### src/rtl/code_dumper_pkg.sv
// ============================================================================
// Module      : code_dumper_pkg
// Description : FSM state type and byte constants for the code memory dumper.
// Revision    : 1.0
// ============================================================================
`default_nettype none

package code_dumper_pkg;

  typedef enum logic [2:0] {
    IDLE      = 3'd0,
    FETCH     = 3'd1,
    CHECK     = 3'd2,
    SEND      = 3'd3,
    WAIT_BUSY = 3'd4,
    WAIT_IDLE = 3'd5,
    DONE      = 3'd6
  } state_t;

  localparam logic [7:0] END_BYTE = 8'h00;
  localparam logic [7:0] CR       = 8'h0D;
  localparam logic [7:0] LF       = 8'h0A;

endpackage

`default_nettype wire

### src/rtl/code_dumper.sv
// ============================================================================
// Module      : code_dumper
// Description : Streams code memory bytes to a UART until a 0x00 byte or the
//               last address; DUMPER_CRLF_EN appends a CR/LF trailer.
// Revision    : 1.0
// ============================================================================
`default_nettype none

module code_dumper
  import code_dumper_pkg::*;
#(
  parameter int addrSize_code = 9
) (
  input  logic                     sysClk,
  input  logic                     reset,
  input  logic                     start,
  output logic [addrSize_code-1:0] addrCode,
  input  logic [7:0]               codeIn,
  input  logic                     tx_ready,
  output logic [7:0]               data_tx,
  output logic                     start_transmit,
  output logic                     done
);

  localparam logic [addrSize_code-1:0] ADDR_LAST = '1;

  state_t                   r_state;
  state_t                   w_next;
  logic [addrSize_code-1:0] r_addr;
  logic [addrSize_code-1:0] w_addrNext;
  logic [7:0]               r_data;
  logic [7:0]               w_dataNext;
  logic                     w_startTx;
  logic                     w_term;
`ifdef DUMPER_CRLF_EN
  logic                     r_trailer;
  logic                     w_trailerNext;
`endif

  always_ff @(posedge sysClk or posedge reset) begin
    if (reset) begin
      r_state   <= IDLE;
      r_addr    <= '0;
      r_data    <= 8'h00;
`ifdef DUMPER_CRLF_EN
      r_trailer <= 1'b0;
`endif
    end else begin
      r_state   <= w_next;
      r_addr    <= w_addrNext;
      r_data    <= w_dataNext;
`ifdef DUMPER_CRLF_EN
      r_trailer <= w_trailerNext;
`endif
    end
  end

  always_comb begin
    w_next     = r_state;
    w_addrNext = r_addr;
    w_dataNext = r_data;
    w_startTx  = 1'b0;
    w_term     = 1'b0;
`ifdef DUMPER_CRLF_EN
    w_trailerNext = r_trailer;
`endif
    case (r_state)
      IDLE: begin
        w_addrNext = '0;
`ifdef DUMPER_CRLF_EN
        w_trailerNext = 1'b0;
`endif
        if (start) w_next = FETCH;
      end
      FETCH: w_next = CHECK;
      CHECK: begin
        if (codeIn == END_BYTE) begin
          w_term = 1'b1;
        end else begin
          w_dataNext = codeIn;
          w_next     = SEND;
        end
      end
      SEND: begin
        if (tx_ready) begin
          w_startTx = 1'b1;
          w_next    = WAIT_BUSY;
        end
      end
      WAIT_BUSY: begin
        if (!tx_ready) w_next = WAIT_IDLE;
      end
      WAIT_IDLE: begin
        if (tx_ready) begin
`ifdef DUMPER_CRLF_EN
          // Trailer bytes reuse the send path; CR is always followed by LF.
          if (r_trailer) begin
            if (r_data == CR) begin
              w_dataNext = LF;
              w_next     = SEND;
            end else begin
              w_next = DONE;
            end
          end else
`endif
          if (r_addr == ADDR_LAST) begin
            w_term = 1'b1;
          end else begin
            w_addrNext = r_addr + 1'b1;
            w_next     = FETCH;
          end
        end
      end
      DONE: begin
        if (!start) begin
          w_next     = IDLE;
          w_addrNext = '0;
        end
      end
      default: w_next = IDLE;
    endcase

    if (w_term) begin
`ifdef DUMPER_CRLF_EN
      w_dataNext    = CR;
      w_trailerNext = 1'b1;
      w_next        = SEND;
`else
      w_next = DONE;
`endif
    end
  end

  assign addrCode       = r_addr;
  assign data_tx        = r_data;
  assign start_transmit = w_startTx;
  assign done           = (r_state == DONE);

endmodule

`default_nettype wire
### config.mk
export PLATFORM = sky130hd
export DESIGN_NAME = code_dumper
export DESIGN_NICKNAME = d
export VERILOG_FILES = /design/src/rtl/code_dumper_pkg.sv /design/src/rtl/code_dumper.sv
export SDC_FILE = /design/constraint.sdc
export NUM_CORES = 1
export LEC_CHECK = 0
export CAP_MARGIN = 10
export CORE_MARGIN = 2
export CORE_UTILIZATION = 42
export CTS_CLUSTER_DIAMETER = 30
export DETAILED_ROUTE_END_ITERATION = 10
export GPL_TIMING_DRIVEN = 0
export HOLD_SLACK_MARGIN = 0.06
export PLACE_DENSITY = 0.81
export SETUP_SLACK_MARGIN = 0.1
export SYNTH_ARGS = -nofsm -noshare
export SYNTH_HDL_FRONTEND = slang
export SYNTH_SLANG_ARGS = --single-unit
### constraint.sdc
create_clock -name sysClk -period 2.81 [get_ports sysClk]
set_clock_uncertainty 0.1 [all_clocks]
set_input_delay 0.281 -clock sysClk [delete_from_list [all_inputs] [get_ports sysClk]]
set_output_delay 0.281 -clock sysClk [all_outputs]
set_load 0.02 [all_outputs]
==> summary.md <==
| Metric | Value |
|---|---|
| Reg2Reg Launch Point | addrCode[0]$_DFFE_PP0P_ |
| Routed via count | 991 |
| Via density per instance | 5.829 |
| DR pass1 iterations | 4 |
| Worst-Margin Slew | 0.7590 ns |
| Max Buffers Root-to-Sink | 2 |
| Worst Setup Start Kind | register |
| Clk root buf | clkbuf_4 |
| Peak VDD IR | 0.6641 mV |
| Fin Hold WS | 0.3029 ns |
| CP max stage delay | 0.56 ns |
| Post-route antenna net violation count | 0 |
| Initial DRC count | 28 |
| GP Congestion | 0.8202 |
| Endpoints failing hold | 0 |
| Area leader, netlist | dfrtp_1 |
| Most frequent cell on the critical path | ha_1 |
| Netlist Area Pre-Place | 1087 µm² |
| Sinks on the clock net | 20 |
| Worst skew pair latency | 0.30 ns |
| Worst r2r dst | addrCode[6]$_DFFE_PP0P_ |
| Unrepaired setup endpoints after global routing | false |
| IO Pins | 31 |
| Mapped Nets | 121 |
| CP Cell Sequence | ha_1 -> nand3_1 -> or2_2 -> nor2_1 -> ha_1 -> or4b_4 -> buf_6 -> a22o_1 -> a21o_1 |
| Area Overhead vs Synth | 33.26% |
| Post-synthesis average cell area | 10.16 µm² |
| CTS tree | built |
| Starting Density | 44.29% |
| Post-DP HPWL | 1761 µm |
| Post-synthesis sequential area ratio | 46.03% |
| Ant. Diodes | 0 |
| Setup TNS | 0 ns |
| First-pass GRT wire length | 4022 µm |
| Cell variety after synth | 36 |
| Critical path data required time | 2.90 ns |
| Arr. time, crit path | 2.65 ns |
| Total die area | 3012 µm² |
| Gr usage total | 18.65% |
| Slew Viols, Final | 0 |
| Min-delay worst type | in -> async |
| Remaining DRCs | 0 |
| Final #Nets | 156 |
| Final min period | 2.557 ns |
| Slew HR | 49.34% |
| Synth warn | 0 |
| Crit share post-route | 90.99% |
| Core Rows | 18 |
| Core Area | 2455 µm² |
| Flop-to-flop setup slack | 0.25 ns |
| Fmax | 391.1 MHz |
| Width of the die | 54.88 µm |
| Synth Area in Adders | 2.301% |
| Number of H-tree levels | 1 |
| Fraction of the mapped netlist area in simple logic gates | 25.20% |
| Number of fill cells | 216 |
| Setup Viol. Count Final | 0 |
| Largest family of logic cells by synthesized area | simple AND/OR/NAND/NOR gates |
| Worst reg-to-reg path cell count | 9 |
| CP max stage cell | or4b_4 |
| Proportion of layout cells with a drive suffix above 1 | 12.86% |
| Worst-path clk slew | 0.11 ns |
| Crit path capture type | register |
| XOR/XNOR Fraction of Synth Area | 0% |
| Vias in the first global route | 927 |
| Initial antenna violation count | 0 |
| CP max FO | 10 |
| Pin count of the biggest net entering global routing | 21 |
| Final WL | 2420 µm |
| Die Ht | 54.88 µm |
| Post-synthesis mux area share | 7.135% |
| I/O Buffers | 30 |
| Power density over the cells | 843.9 nW/µm² |
| Global route overflow | 0 |
| P_leak | 0.6313 nW |
| Cells after Synth | 107 |
| Drt wl/cell | 14.24 µm |
| WS Path Type | reg -> reg |
| CTS Buf Count | 3 |
| Yosys reg bits | 20 |
| Synth Area in Compound Gates | 16.23% |
| Top cell type's share of synthesized area | 46.03% |
| Status | finished, final reports clean |
| Max cap viols | 0 |
| Synth top area cells | dfrtp_1 (46%), mux2_2 (6.2%), nand2_1 (5.2%) |
==> critical path: cells and delay by family, from the launching register on <==
family | cells | cell delay, ns
AOI/OAI and AO/OA | 2 | 0.38
adders and majority gates | 2 | 0.45
buffers and inverters | 1 | 0.17
DFF | 1 | 0.47
and+or+nand+nor | 4 | 0.88
==> worst max-delay path by stage <==
stage | startpoint | to | slack [ns] | depth (start not counted)
global placement | addrCode[0]$_DFFE_PP0P_ | addrCode[7]$_DFFE_PP0P_ | 0.31 | 9
CTS | addrCode[0]$_DFFE_PP0P_ | addrCode[6]$_DFFE_PP0P_ | 0.26 | 9
global route | addrCode[0]$_DFFE_PP0P_ | addrCode[7]$_DFFE_PP0P_ | 0.12 | 9
detailed placement | addrCode[0]$_DFFE_PP0P_ | addrCode[6]$_DFFE_PP0P_ | 0.29 | 9
floorplan | addrCode[0]$_DFFE_PP0P_ | addrCode[6]$_DFFE_PP0P_ | 0.36 | 9
finish | addrCode[0]$_DFFE_PP0P_ | addrCode[6]$_DFFE_PP0P_ | 0.25 | 9
==> cell usage in the layout, fill, tap and decap left out, types with 4 or more instances in the layout <==
master | synthesis | layout
clkdlybuf4s50_1 | 0 | 30
dfrtp_1 | 20 | 20
mux2_2 | 6 | 6
nand2_1 | 15 | 15
nand3_1 | 8 | 8
nor2_1 | 4 | 4
nor2b_1 | 4 | 4
o21ai_0 | 5 | 5
==> layout make-up <==
class,count,area [µm²],area share [%]
multi-input cells,81,554.3,38.26
inverters,1,3.754,0.2591
flip-flops and latches,20,500.5,34.54
well taps,30,37.54,2.591
clock buffers,3,22.52,1.554
plain buffers,5,30.03,2.073
repair buffers,30,300.3,20.73
==> routing by layer <==
| layer | up-vias | GRT usage [%] | wire length, µm |
|---|---|---|---|
| met3 | 6 | 3.552 | 145 |
| met5 | - | 0 | 0 |
| met4 | 0 | 5.000 | 34 |
| met1 | 477 | 23.25 | 1032 |
| met2 | 38 | 32.54 | 1207 |
| li1 | 470 | - | - |
==> synth_stat cells, drive strengths merged <==
cell type	number
a2111oi	2
a211o	3
a211oi	2
a21o	3
a22o	3
and2	1
and3	2
and3b	1
and4b	1
and4bb	1
buf	4
clkbuf	1
dfrtp	20
ha	2
inv	1
mux2	6
mux2i	1
nand2	15
nand3	8
nand4	1
nand4bb	1
nor2	4
nor2b	4
nor3	2
nor3b	2
nor4	2
o21ai	5
o22ai	2
o2bb2ai	1
o311ai	1
o32ai	1
or2	2
or3	1
or4b	1
==> power breakdown <==
group | switching (W) | internal, W | total [W]
combinational | 0.000339 | 0.000314 | 0.000652
clock | 0.0000849 | 0.0000499 | 0.000135
sequential | 0.0000607 | 0.000375 | 0.000436
==> state kept, by name, indices dropped and copies added, names as in the netlist <==
signal and count:
addrCode 9, r_state 3, data_tx 8
==> cell families after synthesis <==
kind of cell             Yosys count
adder cells (fa/ha/maj)            2
multiplexers                       7
AO/OA/AOI/OAI                     23
AND/OR/NAND/NOR                   49
flip-flops                        20
buffers and inverters              6
==> repair_timing <==
| action | 4_1_cts | 5_1_grt |
|---|---|---|
| setup buffers | 0 | 0 |
| hold buffers | 0 | 0 |
| endpoints found under the setup margin | 0 | 1 |
| resized for setup | 0 | 1 |
==> per-stage QoR <==
step                setup WS (ns)  instance area [µm²]  util [%]  cells  power [W]
finish                     0.2533                 1449     59.02    170   0.001223
global route               0.1158                 1449     59.02    170   0.001307
detailed placement         0.2880                 1425     58.05    167   0.001084
floorplan                  0.3553                 1087         -    107  0.0008481
global placement           0.3086                 1425     58.05    167   0.001063
CTS                        0.2585                 1448     58.97    170   0.001228
(Power assumes the default switching activity.)
